**src/rtl/hazard_fwd_ctrl.sv**
```systemverilog
// Hazard and forwarding controller: tracks EX/MEM/WB destination tags and
// derives stall, flush and operand-forwarding selects for the 5-stage core.
module hazard_fwd_ctrl (
    input  logic       clk,
    input  logic       rst,
    input  logic       id_valid,
    input  logic [4:0] id_rs1,
    input  logic [4:0] id_rs2,
    input  logic       id_use_rs1,
    input  logic       id_use_rs2,
    input  logic [4:0] id_rd,
    input  logic       id_we,
    input  logic       id_is_load,
    input  logic       mem_req,
    input  logic       mem_ack,
    input  logic       ex_redirect,
    output logic       pc_stall,
    output logic       IFIDstall,
    output logic       IFIDflush,
    output logic       IDEXstall,
    output logic       IDEXflush,
    output logic       EXMEMstall,
    output logic [1:0] rs1_forwarding,
    output logic [1:0] rs2_forwarding
);

    logic       r_ex_valid;
    logic       r_ex_we;
    logic       r_ex_is_load;
    logic       r_ex_use_rs1;
    logic       r_ex_use_rs2;
    logic [4:0] r_ex_rd;
    logic [4:0] r_ex_rs1;
    logic [4:0] r_ex_rs2;

    logic       r_mem_valid;
    logic       r_mem_we;
    logic       r_mem_is_load;
    logic [4:0] r_mem_rd;

    logic       r_wb_valid;
    logic       r_wb_we;
    logic [4:0] r_wb_rd;

    logic w_mem_busy;
    logic w_ex_eff;
    logic w_mem_eff;
    logic w_wb_eff;
    logic w_load_use;
    logic w_ex_bubble;
    logic w_rs1_mem;
    logic w_rs1_wb;
    logic w_rs2_mem;
    logic w_rs2_wb;

    // A write to x0 is architecturally void, so such a slot never matches.
    assign w_ex_eff  = r_ex_valid  & r_ex_we  & (r_ex_rd  != 5'd0);
    assign w_mem_eff = r_mem_valid & r_mem_we & (r_mem_rd != 5'd0);
    assign w_wb_eff  = r_wb_valid  & r_wb_we  & (r_wb_rd  != 5'd0);

    assign w_mem_busy = mem_req & ~mem_ack;

    assign w_load_use = id_valid & w_ex_eff & r_ex_is_load &
                        ((id_use_rs1 & (id_rs1 == r_ex_rd)) |
                         (id_use_rs2 & (id_rs2 == r_ex_rd)));

    assign w_ex_bubble = ex_redirect | w_load_use;

    // A load in MEM is skipped so the select falls through to WB or the regfile.
    assign w_rs1_mem = r_ex_valid & r_ex_use_rs1 & w_mem_eff & ~r_mem_is_load &
                       (r_mem_rd == r_ex_rs1);
    assign w_rs1_wb  = r_ex_valid & r_ex_use_rs1 & w_wb_eff & (r_wb_rd == r_ex_rs1);
    assign w_rs2_mem = r_ex_valid & r_ex_use_rs2 & w_mem_eff & ~r_mem_is_load &
                       (r_mem_rd == r_ex_rs2);
    assign w_rs2_wb  = r_ex_valid & r_ex_use_rs2 & w_wb_eff & (r_wb_rd == r_ex_rs2);

    always_comb begin
        rs1_forwarding = 2'b00;
        rs2_forwarding = 2'b00;
        if (!rst) begin
            if (w_rs1_mem)     rs1_forwarding = 2'b01;
            else if (w_rs1_wb) rs1_forwarding = 2'b10;
            if (w_rs2_mem)     rs2_forwarding = 2'b01;
            else if (w_rs2_wb) rs2_forwarding = 2'b10;
        end
    end

    always_comb begin
        pc_stall   = 1'b0;
        IFIDstall  = 1'b0;
        IFIDflush  = 1'b0;
        IDEXstall  = 1'b0;
        IDEXflush  = 1'b0;
        EXMEMstall = 1'b0;
        if (!rst) begin
            if (w_mem_busy) begin
                pc_stall   = 1'b1;
                IFIDstall  = 1'b1;
                IDEXstall  = 1'b1;
                EXMEMstall = 1'b1;
            end else if (ex_redirect) begin
                IFIDflush  = 1'b1;
                IDEXflush  = 1'b1;
            end else if (w_load_use) begin
                pc_stall   = 1'b1;
                IFIDstall  = 1'b1;
                IDEXflush  = 1'b1;
            end
        end
    end

    // During a freeze the WB instruction retires on the first edge, so only
    // its slot is cleared while EX and MEM hold.
    always_ff @(posedge clk) begin
        if (rst) begin
            r_ex_valid    <= 1'b0;
            r_ex_we       <= 1'b0;
            r_ex_is_load  <= 1'b0;
            r_ex_use_rs1  <= 1'b0;
            r_ex_use_rs2  <= 1'b0;
            r_ex_rd       <= 5'd0;
            r_ex_rs1      <= 5'd0;
            r_ex_rs2      <= 5'd0;
            r_mem_valid   <= 1'b0;
            r_mem_we      <= 1'b0;
            r_mem_is_load <= 1'b0;
            r_mem_rd      <= 5'd0;
            r_wb_valid    <= 1'b0;
            r_wb_we       <= 1'b0;
            r_wb_rd       <= 5'd0;
        end else if (w_mem_busy) begin
            r_wb_valid    <= 1'b0;
        end else begin
            r_wb_valid    <= r_mem_valid;
            r_wb_we       <= r_mem_we;
            r_wb_rd       <= r_mem_rd;
            r_mem_valid   <= r_ex_valid;
            r_mem_we      <= r_ex_we;
            r_mem_is_load <= r_ex_is_load;
            r_mem_rd      <= r_ex_rd;
            r_ex_valid    <= id_valid & ~w_ex_bubble;
            r_ex_we       <= id_we;
            r_ex_is_load  <= id_is_load;
            r_ex_use_rs1  <= id_use_rs1;
            r_ex_use_rs2  <= id_use_rs2;
            r_ex_rd       <= id_rd;
            r_ex_rs1      <= id_rs1;
            r_ex_rs2      <= id_rs2;
        end
    end

endmodule

```
**config.mk**
```make
export PLATFORM = sky130hd
export DESIGN_NAME = hazard_fwd_ctrl
export DESIGN_NICKNAME = d
export VERILOG_FILES = /design/src/rtl/hazard_fwd_ctrl.sv
export SDC_FILE = /design/constraint.sdc
export NUM_CORES = 1
export LEC_CHECK = 0
export BUFFER_PORTS_ARGS = -buffer_cell sky130_fd_sc_hd__buf_2
export CAP_MARGIN = 10
export CORE_MARGIN = 3
export CORE_UTILIZATION = 40
export DETAILED_ROUTE_END_ITERATION = 8
export PLACE_DENSITY = 0.68
export SYNTH_ARGS = -nofsm -noshare
export SYNTH_HDL_FRONTEND = slang
export SYNTH_SLANG_ARGS = --single-unit
export TNS_END_PERCENT = 10
```
**constraint.sdc**
```tcl
create_clock -name clk -period 2.4 [get_ports clk]
set_input_delay 0 -clock clk [delete_from_list [all_inputs] [get_ports clk]]
set_output_delay 0 -clock clk [all_outputs]
set_load 0.01 [all_outputs]
```
# Word level (Yosys, flattened, before mapping)
# Cells that the tools add are included.
# totals
inputBits	25
elab_cells	73
output_inout_bits	10
regBits	35
# op_classes
bitwise	30
eq_ne	6
mux	18
reduce_logical	4
# op_table
cell	count
$eq A5 B5 Y1	6
$and A1 B1 Y1	25
$reduce_bool A5 Y1	3
$mux W1	12
$mux W2	6
$not A1 Y1	3
$or A1 B1 Y1	2
$reduce_or A2 Y1	1

# Logic depth before layout (Yosys ltp)
# logic_depth
depth_word	9
ltp_mapped	7
mapped_depth_nobuf	4

# Worst setup path after synthesis
# Ideal clock, no wire load.
# synth_timing
kind	register -> output
startpoint	register r_ex_rd[2]
endpoint	output pc_stall
arrival_time_ns	1.716
path_slack_ns	0.684
required_time_ns	2.400
path_stages_with_launch	6
path_buffers	1
path_cell_list	dfxtp_1 xor2_1 nor4_2 a32oi_1 o41ai_1 buf_4
# synth_via
elab_chain_len	9
word_cells_on_any_way	14
classes_between	2 x eq/ne; 4 x mux; 7 x bitwise; 1 x reduce/logical
# synth_lines
item	line	text
start: declaration	32	logic [4:0] r_ex_rd;
start signal: assignment	146	r_ex_rd <= id_rd;
$reduce_bool A5 Y1	57	assign w_ex_eff = r_ex_valid & r_ex_we & (r_ex_rd != 5'd0);
$and A1 B1 Y1	57	
$and A1 B1 Y1 (2 in series)	63	assign w_load_use = id_valid & w_ex_eff & r_ex_is_load &
$and A1 B1 Y1 *	63	
$mux W1 * (4 in series)	n/a	
end: declaration	17	output logic pc_stall,
# Mark *: on every way between the ends. The rest lies on a longest branch, timed or not.

# Final worst setup path
# layout_timing
startpoint	input id_rs2[2]
endpoint	output IFIDstall
# layout_via
elab_chain_len	8
# layout_lines
item	line	text
start: declaration	8	input logic [4:0] id_rs2,
$eq A5 B5 Y1	65	(id_use_rs2 & (id_rs2 == r_ex_rd)));
$and A1 B1 Y1	65	
$or A1 B1 Y1	64	((id_use_rs1 & (id_rs1 == r_ex_rd)) |
$and A1 B1 Y1	63	
$mux W1	104	end else if (w_load_use) begin
$mux W1	101	end else if (ex_redirect) begin
$mux W1	96	if (w_mem_busy) begin
$mux W1	95	if (!rst) begin
end: declaration	18	output logic IFIDstall,
# Every way passes these cells.

==> metrics.md <==
| Metric | Value |
|---|---|
| Clk_skew | 0.00213 ns |
| Worst slew pin tran | 0.420 ns |
| Synth Cell Area | ~0.0016 sq mm |
| Total gr overflow | 0 |
| Yosys warning total | 0 |
| Area of the multi-input gates | slightly above 800 sq um |
| Largest net degree at the start of global routing | 28 |
| Placed Area | 0.00177 sq mm |
| Min Tclk post-route | 1.95 ns |
| Pwr Density | 594 mW/mm^2 |
| Largest cells by area after synthesis | dfxtp_1 44%, a22o_1 17%, xor2_1 11% |
| Cell with the most instances after synthesis | dfxtp_1 |
| Number of H-tree levels | 2 |
| Setup Slack @ Placement | 0.789 ns |
| HPWL Detailed | 2860 um |
| CTS sink cnt | 35 |
| Area Overhead vs Synth | 28.9% |
| CP arrival | 1.95 ns |
| Crit path cell chain | dlygate4sd3_1 > buf_2 > xor2_1 > nor4_2 > a32oi_1 > o41ai_1 > buf_2 |
| Post-synth top flop | dfxtp_1 |
| Slowest cell on crit path | dlygate4sd3_1 |
| Top cell by count, worst path | buf_2 |
| Status | finished, final reports clean |
| GP Congestion | 0.889 |
| Sequential cell area | ~700 sq um |
| Die H | slightly below 70 um |
| Rel. slew slack | 71.6% |
| Post-synthesis sequential area ratio | 44.3% |
| Required time worst endpoint | 2.40 ns |
| Hold Crit Class | primary input to flip-flop |
| Initial Util | 42.2% |
| Vias in the first global route | 1,339 |
| Worst-path clk slew | 0.06 ns |
| Antenna Nets Post-Route | 0 |
| DR vias | 1,331 |
| First-pass GRT wire length | 6570 um |
| Die X | 68.9 um |
| RSZ-0062 raised after global routing | no |
| Fraction of layout cells with a size suffix above 1 | 24.1% |
| Post-synth top cells | 35 x dfxtp_1, 31 x a22o_1, 20 x xor2_1, 10 x xnor2_1, 5 x nor4_1 |
| Diode count | 0 |
| Root buffer cell | clkbuf_8 |
| Critical path depth in cells | 7 |
| R2r worst-path depth | 4 |
| Synth cell types | 31 |
| Maxcap violations | 0 |
| DRT iter0 DRCs | 33 |
| Initial antenna violation count | 0 |
| Cell Rows | 22 |
| TritonRoute pass-1 iters | 5 |
| Post-synth EDFFs | 0 |
| # setup viols final | 0 |
| CP startpoint kind | primary input |
| Final net count | 225 |
| Die ar. | ~0.0047 sq mm |
| Final worst path period share | 81.4% |
| Worst Path Buf+Inv | 3 |
| Avg Cell Area, Syn | 10.8 sq um |
| Hold path depth | 3 |
| CTS tree | built |
| Postcts setup bufs | 0 |
| P_leak | 0.930 nW |
| Post-DR vias/cell | 5.39 |
| Cell accounting for the most synthesized area | dfxtp_1 |
| Fin. Hold Viols | 0 |
| Post-route cell area | just over 0.002 sq mm |
| Hold WS | between 0.1 and 0.15 ns |
| Async SR Flop Fraction | 0% |
| TritonCTS Buffers | 5 |
| Clk Latency, worst-skew pair | 0.28 ns |
| Crit Path Max Fanout | 3 |
| Maximum VDD drop | 0.000344 V |
| All-Layer GR Usage | 19.1% |
| Post-Syn Instances | roughly 150 |
| DRT Wirelength | 3880 um |
| Crit end category | output port |
| Slowest cell delay on critical path | 0.54 ns |
| Syn Nets | 172 |
| Wirelength per Cell | 15.7 um |
| Seq cells post-synth | 35 |
| Port buffer count | 34 |
| CP Class | primary input to output port |
| Clock Tree Buf Depth | 2 |
| Ports | 35 |
| Slew Limit Fails | 0 |
| Max Fclk | 512 MHz |
| Fill count | between 300 and 400 |
| CP top delay family | buffers and inverters |
| Core area | 0.00374 sq mm |
| Worst setup margin | approximately 0.45 ns |
| Area fraction of the dominant cell type after synthesis | 44.3% |
| # DRC | 0 |
| Design Power | 1.21 mW |
| Setup Total Neg Slack | 0 ns |
[final timing paths]
path                 startpoint       endpoint  slack (ns)
hold reg to reg   r_mem_is_load  r_mem_is_load        0.48
setup / recovery      id_rs2[2]      IFIDstall        0.45
setup reg to reg     r_ex_rd[1]     r_ex_valid        0.98
hold / removal      ex_redirect     r_ex_valid        0.12
[logic make-up after synthesis]
| group | share of synthesized area [%] |
|---|---|
| DFF | 44.3 |
| AOI/OAI and AO/OA | 23.1 |
| buffers and inverters | 4.35 |
| and+or+nand+nor | 11.6 |
| xor gates and xnor gates | 16.6 |
[routing by layer]
metal | up-vias | GRT usage, % | wire length (um)
met5 | - | 0 | 0
met4 | 0 | 7.79 | 68
met3 | 8 | 4.54 | 176
met2 | 40 | 31.2 | 1870
met1 | 628 | 24.1 | 1760
li1 | 655 | - | -
[tightest hold or removal path: stages]
cell and delay, ns:
buf_2 0.10, nor4b_1 0.07, a21bo_1 0.18
[state kept, by name (all words and copies together) (netlist names), 5 cells and up]
| register | cells |
|---|---|
| r_ex_rd | 5 |
| r_ex_rs1 | 5 |
| r_ex_rs2 | 5 |
| r_mem_rd | 5 |
| r_wb_rd | 5 |
[repair_timing]
item	4_1_cts	5_1_grt
gates resized for setup	0	0
endpoints found under the hold margin	19	0
hold buffers	19	0
[through the flow]
stage,std cells,util (%)
after floorplan,147,-
after global placement,222,47.4
after detailed placement,222,47.4
after CTS,247,54.4
after global routing,247,54.4
final,247,54.4
[area by class of cell]
cell class	count	share of cell area, %
Clock buffer	6	3.56
Inverter	2	0.369
Multi-Input combinational cell	100	39.9
Sequential cell	35	34.4
Tap cell	48	2.95
Timing Repair Buffer	56	18.8
[power breakdown]
part	total (mW)	internal (mW)	leakage, nW	switching [mW]
registers	0.654	0.613	0.288	0.0410
clock network	0.379	0.193	0.0371	0.186
logic	0.176	0.0991	0.605	0.0764
total	1.21	0.906	0.930	0.304
[placed cells by master, fill, tap and decap left out, types with 3 or more instances in the layout]
| cell | count |
|---|---|
| a22o_1 | 31 |
| buf_2 | 34 |
| buf_4 | 3 |
| clkbuf_8 | 5 |
| dfxtp_1 | 35 |
| dlygate4sd3_1 | 19 |
| nor3_1 | 3 |
| nor4_1 | 5 |
| xnor2_1 | 10 |
| xor2_1 | 20 |
(Power assumes the default switching activity.)
